--- src/rtl/serial_adder_pkg.sv ---
// serial_adder_pkg: shared constants and FSM state encoding for the bit-serial adder.
// Contents: default operand width, state enum.
// Imported by the interface and the top-level engine.
package serial_adder_pkg;

  localparam int SA_WIDTH_DEF = 8;

  typedef enum logic [1:0] {
    ST_IDLE = 2'd0,
    ST_RUN  = 2'd1,
    ST_DONE = 2'd2
  } sa_state_e;

endpackage

--- src/rtl/serial_adder_if.sv ---
// serial_adder_if: operand/result handshake bundle for the bit-serial adder.
// Signals: in_valid/in_ready + op_a/op_b/sub/cin towards the engine; out_valid/out_ready +
// result/carry_out/overflow back; busy is a status flag. master = source/sink side, slave = engine.
interface serial_adder_if import serial_adder_pkg::*; #(
  parameter int WIDTH = SA_WIDTH_DEF
);

  logic             in_valid;
  logic             in_ready;
  logic [WIDTH-1:0] op_a;
  logic [WIDTH-1:0] op_b;
  logic             sub;
  logic             cin;
  logic             out_valid;
  logic             out_ready;
  logic [WIDTH-1:0] result;
  logic             carry_out;
  logic             overflow;
  logic             busy;

  modport master (
    output in_valid, op_a, op_b, sub, cin, out_ready,
    input  in_ready, out_valid, result, carry_out, overflow, busy
  );

  modport slave (
    input  in_valid, op_a, op_b, sub, cin, out_ready,
    output in_ready, out_valid, result, carry_out, overflow, busy
  );

endinterface

--- src/rtl/serial_adder_fa.sv ---
// serial_adder_fa: one-bit full-adder cell, used as the single slice of the serial engine.
// Latency: purely combinational. Backpressure: none.
// Ports: a_i, b_i, c_i operand/carry bits in; sum_o, carry_o out.
module serial_adder_fa (
  input  logic a_i,
  input  logic b_i,
  input  logic c_i,
  output logic sum_o,
  output logic carry_o
);

  assign sum_o   = a_i ^ b_i ^ c_i;
  assign carry_o = (a_i & b_i) | (a_i & c_i) | (b_i & c_i);

endmodule

--- src/rtl/serial_adder.sv ---
// serial_adder: bit-serial add/subtract, LSB first, one bit per clock through one full-adder slice.
// Latency: accept in cycle T -> out_valid from cycle T+WIDTH+1; initiation interval WIDTH+2, no overlap.
// Backpressure: result held in DONE until out_ready; in_ready stays low outside IDLE.
// Ports: clk, rst_n (async active-low), bus (serial_adder_if.slave: operands in, result/flags out).
module serial_adder import serial_adder_pkg::*; #(
  parameter  int WIDTH = SA_WIDTH_DEF,
  localparam int CNT_W = $clog2(WIDTH + 1)
) (
  input  logic           clk,
  input  logic           rst_n,
  serial_adder_if.slave  bus
);

  sa_state_e        state_q, state_d;
  logic [CNT_W-1:0] cnt_q, cnt_d;
  logic             carry_q, carry_d;
  logic             c_msb_q, c_msb_d;     // carry into the MSB position
  logic [WIDTH-1:0] a_sh_q, a_sh_d;
  logic [WIDTH-1:0] b_sh_q, b_sh_d;
  logic [WIDTH-1:0] res_q, res_d;
  logic             co_q, co_d;
  logic             ov_q, ov_d;

  logic fa_sum;
  logic fa_co;
  logic in_ready;
  logic init_carry;
  logic last_bit;
  logic pre_msb_bit;

  serial_adder_fa u_slice (
    .a_i     (a_sh_q[0]),
    .b_i     (b_sh_q[0]),
    .c_i     (carry_q),
    .sum_o   (fa_sum),
    .carry_o (fa_co)
  );

  // Gated with rst_n so ready is low for the whole time reset is held.
  assign in_ready    = rst_n && (state_q == ST_IDLE);
  // Subtraction is A + ~B + 1, so the carry-in is forced high.
  assign init_carry  = bus.sub ? 1'b1 : bus.cin;
  assign last_bit    = (int'(cnt_q) == WIDTH - 1);
  assign pre_msb_bit = (WIDTH > 1) && (int'(cnt_q) == WIDTH - 2);

  always_comb begin
    state_d = state_q;
    cnt_d   = cnt_q;
    carry_d = carry_q;
    c_msb_d = c_msb_q;
    a_sh_d  = a_sh_q;
    b_sh_d  = b_sh_q;
    res_d   = res_q;
    co_d    = co_q;
    ov_d    = ov_q;

    unique case (state_q)
      ST_IDLE: begin
        if (bus.in_valid && in_ready) begin
          a_sh_d  = bus.op_a;
          b_sh_d  = bus.sub ? ~bus.op_b : bus.op_b;
          carry_d = init_carry;
          // For WIDTH=1 the first bit is the MSB, so its carry-in is the initial carry.
          c_msb_d = init_carry;
          cnt_d   = '0;
          res_d   = '0;
          state_d = ST_RUN;
        end
      end

      ST_RUN: begin
        // Sum bit enters at the MSB; after WIDTH shifts the LSB has reached bit 0.
        res_d   = (res_q >> 1) | (WIDTH'(fa_sum) << (WIDTH - 1));
        a_sh_d  = a_sh_q >> 1;
        b_sh_d  = b_sh_q >> 1;
        carry_d = fa_co;
        cnt_d   = cnt_q + CNT_W'(1);
        if (pre_msb_bit) begin
          c_msb_d = fa_co;
        end
        if (last_bit) begin
          co_d    = fa_co;
          ov_d    = c_msb_q ^ fa_co;
          state_d = ST_DONE;
        end
      end

      ST_DONE: begin
        if (bus.out_ready) begin
          state_d = ST_IDLE;
        end
      end

      default: begin
        state_d = ST_IDLE;
      end
    endcase
  end

  always_ff @(posedge clk or negedge rst_n) begin
    if (!rst_n) begin
      state_q <= ST_IDLE;
      cnt_q   <= '0;
      carry_q <= 1'b0;
      c_msb_q <= 1'b0;
      a_sh_q  <= '0;
      b_sh_q  <= '0;
      res_q   <= '0;
      co_q    <= 1'b0;
      ov_q    <= 1'b0;
    end else begin
      state_q <= state_d;
      cnt_q   <= cnt_d;
      carry_q <= carry_d;
      c_msb_q <= c_msb_d;
      a_sh_q  <= a_sh_d;
      b_sh_q  <= b_sh_d;
      res_q   <= res_d;
      co_q    <= co_d;
      ov_q    <= ov_d;
    end
  end

  assign bus.in_ready  = in_ready;
  assign bus.out_valid = (state_q == ST_DONE);
  assign bus.busy      = (state_q == ST_RUN);
  assign bus.result    = res_q;
  assign bus.carry_out = co_q;
  assign bus.overflow  = ov_q;

endmodule

--- src/flat_wrapper.sv ---
// flat-port wrapper written by rule: the top's interface ports become plain ports
module serial_adder_flat import serial_adder_pkg::*;
#(
  parameter  int WIDTH = SA_WIDTH_DEF,
  localparam int CNT_W = $clog2(WIDTH + 1)
)
  (clk, rst_n, bus_in_valid, bus_op_a, bus_op_b, bus_sub, bus_cin, bus_out_ready, bus_in_ready, bus_out_valid, bus_result, bus_carry_out, bus_overflow, bus_busy);
  serial_adder_if #(.WIDTH(WIDTH)) bus_i ();
  input  logic clk;
  input  logic rst_n;
  input wire logic [$bits(bus_i.in_valid)-1:0] bus_in_valid;
  input wire logic [$bits(bus_i.op_a)-1:0] bus_op_a;
  input wire logic [$bits(bus_i.op_b)-1:0] bus_op_b;
  input wire logic [$bits(bus_i.sub)-1:0] bus_sub;
  input wire logic [$bits(bus_i.cin)-1:0] bus_cin;
  input wire logic [$bits(bus_i.out_ready)-1:0] bus_out_ready;
  output wire logic [$bits(bus_i.in_ready)-1:0] bus_in_ready;
  output wire logic [$bits(bus_i.out_valid)-1:0] bus_out_valid;
  output wire logic [$bits(bus_i.result)-1:0] bus_result;
  output wire logic [$bits(bus_i.carry_out)-1:0] bus_carry_out;
  output wire logic [$bits(bus_i.overflow)-1:0] bus_overflow;
  output wire logic [$bits(bus_i.busy)-1:0] bus_busy;
  assign bus_i.in_valid = bus_in_valid;
  assign bus_i.op_a = bus_op_a;
  assign bus_i.op_b = bus_op_b;
  assign bus_i.sub = bus_sub;
  assign bus_i.cin = bus_cin;
  assign bus_i.out_ready = bus_out_ready;
  assign bus_in_ready = bus_i.in_ready;
  assign bus_out_valid = bus_i.out_valid;
  assign bus_result = bus_i.result;
  assign bus_carry_out = bus_i.carry_out;
  assign bus_overflow = bus_i.overflow;
  assign bus_busy = bus_i.busy;
  serial_adder #(.WIDTH(WIDTH)) u_core (.clk(clk), .rst_n(rst_n), .bus(bus_i));
endmodule
--- config.mk ---
export PLATFORM = sky130hd
export DESIGN_NAME = serial_adder_flat
export DESIGN_NICKNAME = d
export VERILOG_FILES = /design/src/rtl/serial_adder_pkg.sv /design/src/rtl/serial_adder_if.sv /design/src/rtl/serial_adder_fa.sv /design/src/rtl/serial_adder.sv /design/src/flat_wrapper.sv
export SDC_FILE = /design/constraint.sdc
export NUM_CORES = 1
export LEC_CHECK = 0
export ABC_AREA = 1
export BUFFER_PORTS_ARGS = -buffer_cell sky130_fd_sc_hd__buf_2
export CAP_MARGIN = 40
export CORE_MARGIN = 3
export CORE_UTILIZATION = 50
export CTS_CLUSTER_DIAMETER = 100
export CTS_CLUSTER_SIZE = 40
export DETAILED_ROUTE_END_ITERATION = 6
export PLACE_DENSITY = 0.82
export SLEW_MARGIN = 20
export SYNTH_ARGS = -nofsm -noshare
export SYNTH_HDL_FRONTEND = slang
export SYNTH_SLANG_ARGS = --single-unit
--- constraint.sdc ---
create_clock -name clk -period 3.32 [get_ports clk]
set_clock_uncertainty 0.1 [all_clocks]
set_input_delay 0.996 -clock clk [delete_from_list [all_inputs] [get_ports clk]]
set_output_delay 0.996 -clock clk [all_outputs]
set_load 0.05 [all_outputs]
Word level (Yosys, flattened, before mapping)
Index checks and enable logic that the tools add are counted.
{"block": "word_totals", "inputBits": 22, "out_inout_bits": 13, "elab_cells": 54, "reg_bits": 34}
{"block": "classes", "reduce_logical": 8, "bitwise_logic": 10, "addsub": 1, "eq_ne": 8, "muxes": 18}
{"cell": "8-bit one-hot mux with 2 select lines", "count": 3}
{"cell": "8-bit 2-to-1 mux", "count": 4}
{"cell": "4-bit == test (second input constant)", "count": 2}
{"cell": "8-bit inverter", "count": 1}
{"cell": "7-bit by 8-bit bitwise OR with 8-bit output", "count": 1}
{"cell": "4-bit one-hot mux with 2 select lines", "count": 1}
{"cell": "2-bit 2-to-1 mux", "count": 3}
{"cell": "2-bit one-hot mux with 3 select lines", "count": 1}
{"cell": "3-bit AND reduction", "count": 2}
{"cell": "4-bit by 1-bit adder with 4-bit output (second input constant)", "count": 1}
{"cell": "4-bit 2-to-1 mux", "count": 1}
{"cell": "2-bit by 1-bit != test with 1-bit output (second input constant)", "count": 2}
{"cell": "2-bit != test (second input constant)", "count": 2}
{"cell": "1-bit one-hot mux with 2 select lines", "count": 2}
{"cell": "2-bit AND reduction", "count": 2}
{"cell": "1-bit bitwise AND", "count": 3}
{"cell": "1-bit 2-to-1 mux", "count": 3}
{"cell": "1-bit XOR", "count": 3}
{"cell": "2-bit by 1-bit == test with 1-bit output (second input constant)", "count": 1}
{"cell": "2-bit == test (second input constant)", "count": 1}
{"cell": "1-bit logical AND", "count": 2}
{"cell": "2-bit zero test", "count": 1}
{"cell": "1-bit bitwise OR", "count": 2}
{"cell": "2-bit nonzero test", "count": 1}

Depth between registers and ports, before layout
Gate-level depths: netlist (run 1).
{"block": "logic_depth", "ltp_word": 5, "depth_mapped": 8}

Hierarchy
Synthesis (run 1) repeated with hierarchy kept, for this count alone.
{"block": "unflattened", "cells_unflattened": 229, "area_unflattened_um2": 1754.2}
{"mod": "serial_adder", "seq_area_each_um2": 850.8, "area_each_um2": 1734.2, "cells_each": 228, "instances": 1}
{"mod": "serial_adder_fa", "seq_area_each_um2": 0.0, "area_each_um2": 20.0, "cells_each": 1, "instances": 1}

Least setup slack after synthesis (run 1)
OpenSTA, ideal clock, no wires.
{"block": "synth_timing", "path_type": "input-to-output", "startpoint": "input port rst_n", "endpoint": "output port bus_in_ready", "arrival_ns": 1.712, "cell_stages": 2, "slack_ns": 0.512, "n_path_buf": 0, "cell_sequence": "inv_1 -> nor2_1"}
{"block": "synth_between", "elab_chain_len": 1}
{"element": "start, declared", "line_no": "flat_wrapper.sv:10", "rtl": "input logic rst_n;"}
{"element": "1-bit logical AND", "line_no": "serial_adder.sv:40", "rtl": "assign in_ready = rst_n && (state_q == ST_IDLE);"}
{"element": "end, declared", "line_no": "flat_wrapper.sv:17", "rtl": "output wire logic [$bits(bus_i.in_ready)-1:0] bus_in_ready;"}
No other way between the ends.

Worst setup path in the final report (run 1)
Ends and elaborated chain as after synthesis.

==> results of run 1 <==
## per-stage QoR
stage | setup slack, ps | total power [µW] | hold slack [ps] | std cells
after floorplan | 512 | 1520 | 376 | 242
after detailed placement | 655 | 1710 | 383 | 314
after global routing | 588 | 2110 | 436 | 322
after global placement | 658 | 1680 | 371 | 314
after CTS | 649 | 1950 | 410 | 322
final | 658 | 1930 | 401 | 322
## registers in the layout (all words and copies together) (netlist names)
signal and count:
u_core.bus.overflow 1, u_core.carry_q 1, u_core.bus.result 8, u_core.bus.carry_out 1
u_core.c_msb_q 1, u_core.state_q 2, u_core.cnt_q 4, u_core.a_sh_q 8
u_core.b_sh_q 8
## worst paths after layout
path,end,slack (ps)
worst max register to register,u_core.b_sh_q[2],1410
worst min-delay path,u_core.bus.overflow,400
max in group asynchronous,u_core.a_sh_q[6],2180
worst min register to register,u_core.bus.overflow,400
worst max-delay path,bus_in_ready,660
min in group asynchronous,u_core.bus.result[5],620
## power by group
group          total (µW)  switching (µW)  internal (µW)
Sequential            711             122            589
Clock                 240             137            103
Combinational         978             687            291
## kinds of logic after synthesis
family,share of synthesized area [%]
adder cells (fa/ha/maj),2.51
buffers and inverters,8.91
AND/OR/NAND/NOR,35.7
AO/OA/AOI/OAI,4.60
flip-flops,47.4
XOR/XNOR,0.975
## cell usage in the layout (no fill, tap or decap)
master / n
nand3_1: 38
clkbuf_1: 1
nand2_1: 102
buf_2: 34
clkbuf_8: 1
o21ai_0: 1
clkbuf_4: 5
o21ai_1: 14
nor2_1: 7
ha_1: 2
inv_1: 23
nand2_4: 1
nand3_4: 1
inv_2: 2
fa_1: 1
clkinv_2: 1
nand4_1: 1
xnor2_1: 1
buf_4: 3
xor2_1: 1
o31ai_1: 1
nor2_2: 1
dfrtp_1: 34
## area by class of cell
type,count,area share (%)
clock inverter,1,0.245
timing repair buffer,37,9.44
multi-input combinational,172,38.5
sequential,34,41.7
inverter,25,4.60
clock buffer,7,2.70
tap,46,2.82
## metal layers
| layer | vias to the layer above | wire (µm) | global-route usage (%) |
|---|---|---|---|
| li1 | 824 | - | - |
| met4 | 0 | 39 | 7.61 |
| met5 | - | 0 | 0 |
| met3 | 5 | 190 | 4.08 |
| met2 | 34 | 1630 | 29.9 |
| met1 | 725 | 1670 | 22.6 |
## worst max-delay path, cell delays in order
cell and delay (ps):
buf_2 110, inv_1 50, nor2_1 130, buf_2 280
==> results by group, run 1 <==
STA
  • Fin crit share: between 80% and 90%
  • Final Slew Violations: 0
  • Final Hold Viols: 0
  • Slew @ Worst Pin: around 700 ps
  • Final setup violation count: 0
  • FMAX: ~0.38 GHz
  • Worst slew margin: 53.4%
  • TNS Setup: 0 ps
  • RSZ-0062 raised after global routing: no
  • Tmin final: roughly 2700 ps

Placed design
  • DP HPWL: approximately 2400 µm
  • Port Buffers: 34
  • GPL Wtd Cong: ~0.73
  • Post-DP Area: roughly 2000 µm²

Min path
  • Hold_sp: u_core.bus.overflow
  • Hold WC Path Type: flop to flop
  • Min-Delay Path Depth: 2

Setup path
  • CP arrival: between 1500 and 2000 ps
  • R2R cell count: 4
  • Crit. End Element: output pin
  • Max Fanout on Critical Path: 2
  • Critical path launch point type: input pin
  • Setup CP Type: input pin to output pin
  • FF-to-FF Start: u_core.state_q[0]
  • Setup crit start: rst_n
  • Required time worst endpoint: approximately 2200 ps

Floorplan
  • Die Height: 65.9 µm
  • Die ar.: 4350 µm²
  • CORE AREA: about 3400 µm²
  • Die X: ~66 µm
  • Top-Level Pins: 35
  • Num rows: 21
  • Starting density of the core: between 50% and 60%

Clock tree
  • Worst-Skew Late Latency: between 300 and 400 ps
  • CTS tree: built
  • CTS Buffer Depth: 2
  • H-tree level count: 2
  • Post-CTS Resized: 0
  • # Post-CTS Setup Buffers: 0
  • Cts hold-fix bufs: 0
  • Clock sinks: 34
  • CTS clk-pin slew, worst paths: 90 ps
  • CTS root buffer: clkbuf_4
  • Number of buffers created by CTS: 5

GRT
  • GRT Util Overall: 18.1%
  • Largest net degree at the start of global routing: between 40 and 50
  • Initial antenna violation count: 0
  • First-pass GRT wire length: 6070 µm
  • GRT overflow: 0
  • Vias in the first global route: 1433

Logic synthesis
  • Most frequent cells after synthesis: nand2_1 (102), nand3_1 (38), dfrtp_1 (34)
  • Synth cell types: 21
  • Number of synthesized flops with an enable pin: 0
  • Synthesized flop and latch total: 34
  • Syn Inst Count: 242
  • Biggest area consumer among synthesized cells: dfrtp_1
  • Share of the synthesized area in the top cell type: 47.4%
  • Top-count cell post-synth: nand2_1
  • Syn_nets: between 200 and 300
  • Share of flip-flops with an asynchronous set or reset: 100%
  • Post-Syn Area: about 1800 µm²
  • Yosys warns: 0
  • Dominant synthesized flop cell: dfrtp_1
  • Synth area leaders: dfrtp_1 (47%), nand2_1 (21%), nand3_1 (11%), inv_1 (4.8%), o21ai_1 (3.9%)
  • Sequential element share of the synthesized area: between 40 and 50%
  • Mapped Avg Cell Area: between 7 and 8 µm²

Layout
  • Share of layout cells above drive strength 1: 17.8%
  • Area of the multi-input gates: 786 µm²
  • Sequential standard cell area: around 850 µm²
  • Post-route cell area: ~2000 µm²
  • Fillers: about 300
  • Final core utilization: between 60 and 70%
  • Area delta synth->final: 13.6%
  • # diodes: 0
  • Nets: 300

Flow run
  • Max cap viols: 0

Route
  • Final wirelength: between 3000 and 4000 µm
  • Initial DRC count: between 60 and 70
  • Vias: 1588
  • Antenna-violating nets left: 0
  • # DRC: 0
  • DR vias/cell: approximately 5
  • Pre-antenna DRT Iters: 4
  • WL per Instance: 11.0 µm

Power
  • Worst vdd ir: ~0.47 mV
  • Pleak: 0.00117 µW
  • Power per cell area: ~950 nW/µm²

Outcome
  • Status: completed
Note: power is estimated with default switching activity, not from simulation.
==> inputs of run 2 (changes only) <==
- CORE_UTILIZATION: 50 -> 49
- PLACE_DENSITY: 0.82 -> 0.84
- clock period: 3.32 -> 2.2 ns (I/O delays scaled with it)
==> results by group, run 2 (synthesized netlist as in run 1, its figures left out) <==
GRT
  • Vias in the first global route: 1464 (+2.2%)
  • Initial antenna violation count: 0 (unchanged)
  • Largest net degree at the start of global routing: 46 (-2.1%)
  • GRT Util Overall: 19.1% (+0.99 points)
  • GRT overflow: 0 (unchanged)
  • First-pass GRT wire length: 6370 µm (+5.0%)

Power
  • Clk pwr share: 15.3% (+2.9 points)
  • P_sw: 1480 µW (+57%)
  • Combinational fraction of design power: 50.1% (-0.6 points)
  • Internal: 1630 µW (+66%)
  • Worst vdd ir: 0.696 mV (+47%)
  • Pleak: 0.00121 µW (+3.0%)
  • Power per cell area: 1470 nW/µm² (+56%)
  • Seq pwr share: 34.5% (-2.4 points)
  • Switching Fraction: 47.6% (-1.5 points)
  • PnR Total Power: 3120 µW (+62%)

STA
  • Final Hold Viols: 0 (unchanged)
  • FMAX: around 0.49 GHz
  • Slew @ Worst Pin: 421 ps (-277 ps)
  • Worst slew margin: 72.0% (+19 points)
  • WHS: 399 ps (-2.47 ps)
  • Final worst setup slack: 161 ps (-497 ps)
  • RSZ-0062 raised after global routing: no
  • Fin crit share: between 90% and 100%
  • Final Slew Violations: 0 (unchanged)
  • Tmin final: between 2000 and 2500 ps
  • TNS Setup: 0 ps (unchanged)
  • Final setup violation count: 0 (unchanged)

Clock tree
  • CTS root buffer: clkbuf_8
  • Worst-Skew Late Latency: 300 ps (-50 ps)
  • CTS tree: built
  • # Post-CTS Setup Buffers: 0 (unchanged)
  • Cts hold-fix bufs: 0 (unchanged)
  • Number of buffers created by CTS: 5 (unchanged)
  • H-tree level count: 2 (unchanged)
  • Clock sinks: 34 (unchanged)
  • CTS Buffer Depth: 2 (unchanged)
  • CTS clk-pin slew, worst paths: 70 ps (-20 ps)

Min path
  • Hold WC Path Type: flop to flop
  • Hold_sp: u_core.bus.result[0]

Setup path
  • WP buf/inv: 2 (-1)
  • R2R cell count: 6 (+2)
  • CP Cell Sequence: inv_1 -> nand2_1 -> nor2_1 -> buf_4
  • CP peak stage delay: 470 ps (+190 ps)
  • Critical path destination: bus_in_ready
  • Setup CP Type: flop to output pin
  • Setup crit start: u_core.state_q[0]
  • Worst flop-to-flop path endpoint: u_core.b_sh_q[2]
  • Max Fanout on Critical Path: 6 (+4)
  • CP arrival: 1280 ps (-290 ps)
  • Required time worst endpoint: 1440 ps (-780 ps)
  • Crit. End Element: output pin
  • Flop-to-flop setup slack: 560 ps (-850 ps)
  • Critical path launch point type: flop
  • Crit-path leading delay family: flip-flops
  • FF-to-FF Start: u_core.state_q[0]
  • Worst path depth: 4 (unchanged)
  • Slowest-stage cell, CP: dfrtp_1

Floorplan
  • Num rows: 21 (unchanged)
  • Die ar.: 4430 µm² (+1.9%)
  • Starting density of the core: 52.2% (-0.81 points)
  • Die Height: 66.6 µm (+0.93%)
  • CORE AREA: 3440 µm² (+1.6%)
  • Top-Level Pins: 35 (unchanged)
  • Die X: 66.6 µm (+0.93%)

Route
  • DR vias/cell: 4.99 (+1.1%)
  • # DRC: 0 (unchanged)
  • Vias: 1631 (+2.7%)
  • WL per Instance: 11.6 µm (+5.8%)
  • Final wirelength: 3790 µm (+7.4%)
  • Pre-antenna DRT Iters: 4 (unchanged)
  • Antenna-violating nets left: 0 (unchanged)
  • Initial DRC count: 129 (+90%)

Layout
  • Most frequent cells in the layout: nand2_1 (102), nand3_1 (38), dfrtp_1 (34)
  • Commonest non-fill, non-tap cell in the layout: nand2_1
  • Share of layout cells above drive strength 1: 19.6% (+1.8 points)
  • Area delta synth->final: 17.8%
  • Nets: 305 (+1.7%)
  • Post-route cell area: 2120 µm² (+3.7%)
  • Fillers: 322 (+5.2%)
  • # diodes: 0 (unchanged)

Outcome
  • Status: completed

Placed design
  • Post-DP Area: 2020 µm² (+1.9%)
  • DP HPWL: 2690 µm (+13%)
  • Port Buffers: 34 (unchanged)
  • Worst slack at placement: 211 ps (-444 ps)
  • GPL Wtd Cong: 0.773 (+6.0%)

Flow run
  • Max cap viols: 0 (unchanged)
==> run 2: per-stage QoR <==
step	utilization (%)	instances
CTS	61.4	327
global placement	58.6	319
global route	61.5	327
floorplan	-	242
finish	61.5	327
detailed placement	58.6	319
==> run 2: timing repair <==
item                                    4_1_cts  5_1_grt
hold endpoints to repair                      0        0
resized for setup                             0        2
endpoints found under the setup margin        0        1
==> run 2: metal layers <==
| layer | up-vias | routed length [µm] | track usage (%) |
|---|---|---|---|
| met2 | 47 | 1760 | 30.2 |
| met3 | 8 | 225 | 4.72 |
| met5 | - | 0 | 0 |
| met4 | 0 | 83 | 9.90 |
| met1 | 744 | 1720 | 23.8 |
| li1 | 832 | - | - |
==> run 2: layout make-up <==
type,count,area (µm²),area share (%)
sequential,34,851,40.2
inverter,25,93.8,4.44
tap,46,57.6,2.72
timing repair buffer,42,233,11.0
clock inverter,2,12.5,0.591
multi-input combinational,172,786,37.1
clock buffer,6,82.6,3.90
==> run 2: tightest hold or removal path: stages (launching register included) <==
cell and delay [ps]:
dfrtp_1 350, nand3_1 70, nand2_1 50
==> run 2: power groups by stage <==
| stage | combinational, µW | clock (µW) | sequential, µW |
|---|---|---|---|
| after floorplan | 1020 | 0 | 1280 |
| after global placement | 1520 | 0 | 1070 |
| after detailed placement | 1580 | 0 | 1080 |
| after CTS | 1580 | 497 | 1070 |
| after global routing | 1770 | 516 | 1110 |
| final | 1560 | 478 | 1080 |
==> run 2: how the worst min path moves through the flow <==
stage	endpoint	slack (ps)	cells past startpoint
after global routing	u_core.a_sh_q[0]	430	2
after CTS	u_core.bus.result[0]	410	2
after detailed placement	u_core.bus.result[0]	390	2
after floorplan	u_core.a_sh_q[0]	260	0
final	u_core.bus.result[0]	400	2
after global placement	u_core.bus.carry_out	370	2
==> inputs of run 3 (changes only) <==
- PLACE_DENSITY: 0.84 -> 0.8
==> results by group, run 3 (synthesized netlist as in run 1, its figures left out) <==
GRT
  • First-pass GRT wire length: 6340 µm (-0.42%)
  • Grt met1 use: 24.9% (+1.1 points)
  • Global route hottest layer: met2
  • Initial antenna violation count: 0 (unchanged)
  • GRT Util Overall: 19.5% (+0.47 points)
  • GRT met3 Usage: 6.24% (+1.5 points)
  • M2 GR Usage: 29.8% (-0.37 points)
  • Largest net degree at the start of global routing: 46 (unchanged)
  • GRT overflow: 0 (unchanged)
  • Vias in the first global route: 1420 (-3.0%)

Setup path
  • FF-to-FF Start: u_core.state_q[0]
  • Required time worst endpoint: 1440 ps (about the same)
  • Flop-to-flop setup slack: 540 ps (-20 ps)
  • Critical path launch point type: flop
  • WP buf/inv: 2 (unchanged)
  • Max Fanout on Critical Path: 5 (-1)
  • CP peak stage delay: 420 ps (-50 ps)
  • Setup CP Type: flop to output pin
  • CP Cell Sequence: inv_2 -> nand2_1 -> nor2_1 -> buf_2
  • Crit. End Element: output pin
  • Worst flop-to-flop path endpoint: u_core.b_sh_q[2]
  • Crit-path leading delay family: flip-flops
  • R2R cell count: 6 (unchanged)
  • Slowest-stage cell, CP: dfrtp_1
  • CP arrival: 1340 ps (+60 ps)

Clock tree
  • CTS Buffer Depth: 2 (unchanged)
  • CTS root buffer: clkbuf_8
  • Worst-Skew Late Latency: 290 ps (about the same)
  • CTS tree: built
  • Post-CTS Resized: 0 (unchanged)
  • Cts hold-fix bufs: 0 (unchanged)
  • Clock sinks: 34 (unchanged)
  • Number of buffers created by CTS: 5 (unchanged)
  • CTS clk-pin slew, worst paths: 70 ps (about the same)
  • # Post-CTS Setup Buffers: 0 (unchanged)
  • H-tree level count: 2 (unchanged)

Power
  • Clk pwr share: 21.5% (+6.2 points)
  • Worst vdd ir: 0.705 mV (+1.3%)
  • Switching Fraction: 44.2% (-3.4 points)
  • Combinational fraction of design power: 46.5% (-3.6 points)
  • Power per cell area: 1540 nW/µm² (+4.8%)
  • Seq pwr share: 32.0% (-2.5 points)
  • Internal: 1860 µW (+14%)
  • Pleak: 0.00123 µW (+1.7%)
  • P_sw: 1470 µW (-0.67%)

STA
  • Tmin final: 2100 ps (+57.5 ps)
  • Worst slew margin: 69.5% (-2.5 points)
  • Fin crit share: 95.3% (+2.6 points)
  • RSZ-0062 raised after global routing: no
  • FMAX: 0.477 GHz (-2.7%)
  • Final worst setup slack: 104 ps (-57.5 ps)
  • TNS Setup: 0 ps (unchanged)
  • Slew @ Worst Pin: 458 ps (+37.5 ps)
  • Final Slew Violations: 0 (unchanged)
  • Final Hold Viols: 0 (unchanged)
  • Final setup violation count: 0 (unchanged)

Layout
  • Final core utilization: 62.7% (+1.2 points)
  • Share of layout cells above drive strength 1: 19.0% (-0.58 points)
  • Final Non-Filler Cells: 325 (-0.61%)
  • # diodes: 0 (unchanged)
  • Area delta synth->final: 20.1%
  • Most frequent cells in the layout: nand2_1 (102), nand3_1 (38), buf_2 (34), dfrtp_1 (34), inv_1 (23)
  • Commonest non-fill, non-tap cell in the layout: nand2_1
  • Nets: 303 (-0.66%)

Min path
  • Hold WC Path Type: input pin to asynchronous set/reset pin

Route
  • Pre-antenna DRT Iters: 4 (unchanged)
  • Antenna-violating nets left: 0 (unchanged)
  • # DRC: 0 (unchanged)
  • Vias: 1584 (-2.9%)
  • DR vias/cell: 4.87 (-2.3%)
  • WL per Instance: 11.4 µm (-1.6%)
  • Final wirelength: 3710 µm (-2.2%)
  • Initial DRC count: 150 (+16%)

Placed design
  • Port Buffers: 34 (unchanged)
  • GPL Wtd Cong: 0.749 (-3.0%)
  • Cell count after placement: 317 (-0.63%)
  • Worst slack at placement: 211 ps (-0.233 ps)
  • DP HPWL: 2490 µm (-7.6%)

Floorplan
  • Starting density of the core: 52.2% (unchanged)
  • Num rows: 21 (unchanged)
  • CORE AREA: 3440 µm² (unchanged)
  • Top-Level Pins: 35 (unchanged)
  • Die X: 66.6 µm (unchanged)
  • Die ar.: 4430 µm² (unchanged)
  • Die Height: 66.6 µm (unchanged)

Outcome
  • Status: completed

Flow run
  • Max cap viols: 0 (unchanged)
==> run 3: worst max path at each step <==
| stage | from | to | slack, ps | cells after the start |
|---|---|---|---|---|
| 3_3_place_gp | rst_n | bus_in_ready | 210 | 4 |
| 3_5_place_dp | rst_n | bus_in_ready | 210 | 4 |
| 2_1_floorplan | rst_n | bus_in_ready | 60 | 2 |
| 5_1_grt | u_core.state_q[1] | bus_in_ready | 8 | 4 |
| 6_report | u_core.state_q[1] | bus_in_ready | 100 | 4 |
| 4_1_cts | u_core.state_q[1] | bus_in_ready | 90 | 4 |
==> run 3: layout make-up <==
cell class              instances  area [µm²]
fillers                       312        1280
clock inverters                 2        60.1
multi-input cells             172         786
well taps                      46        57.6
clock buffers                   6        82.6
flip-flops and latches         34         851
inverters                      25        93.8
repair buffers                 40         228
==> run 3: power by group through the flow <==
stage	combinational [µW]	sequential [µW]	clock (µW)
2_1_floorplan	1020	1280	0
3_3_place_gp	1530	1070	0
3_5_place_dp	1560	1080	0
4_1_cts	1570	1070	736
5_1_grt	1770	1100	765
6_report	1550	1070	716
==> run 3: layer usage <==
layer / up-vias / wire length, µm
met2: 41 / 1700
met4: 0 / 74
met3: 7 / 209
met5: - / 0
li1: 824 / -
met1: 712 / 1720
==> run 3: stage by stage <==
stage / area [µm²] / total power, µW / hold slack [ps]
floorplan: 1800 / 2300 / 264
global placement: 2020 / 2600 / 369
detailed placement: 2020 / 2640 / 382
CTS: 2160 / 3370 / 362
global route: 2160 / 3640 / 390
finish: 2160 / 3330 / 364
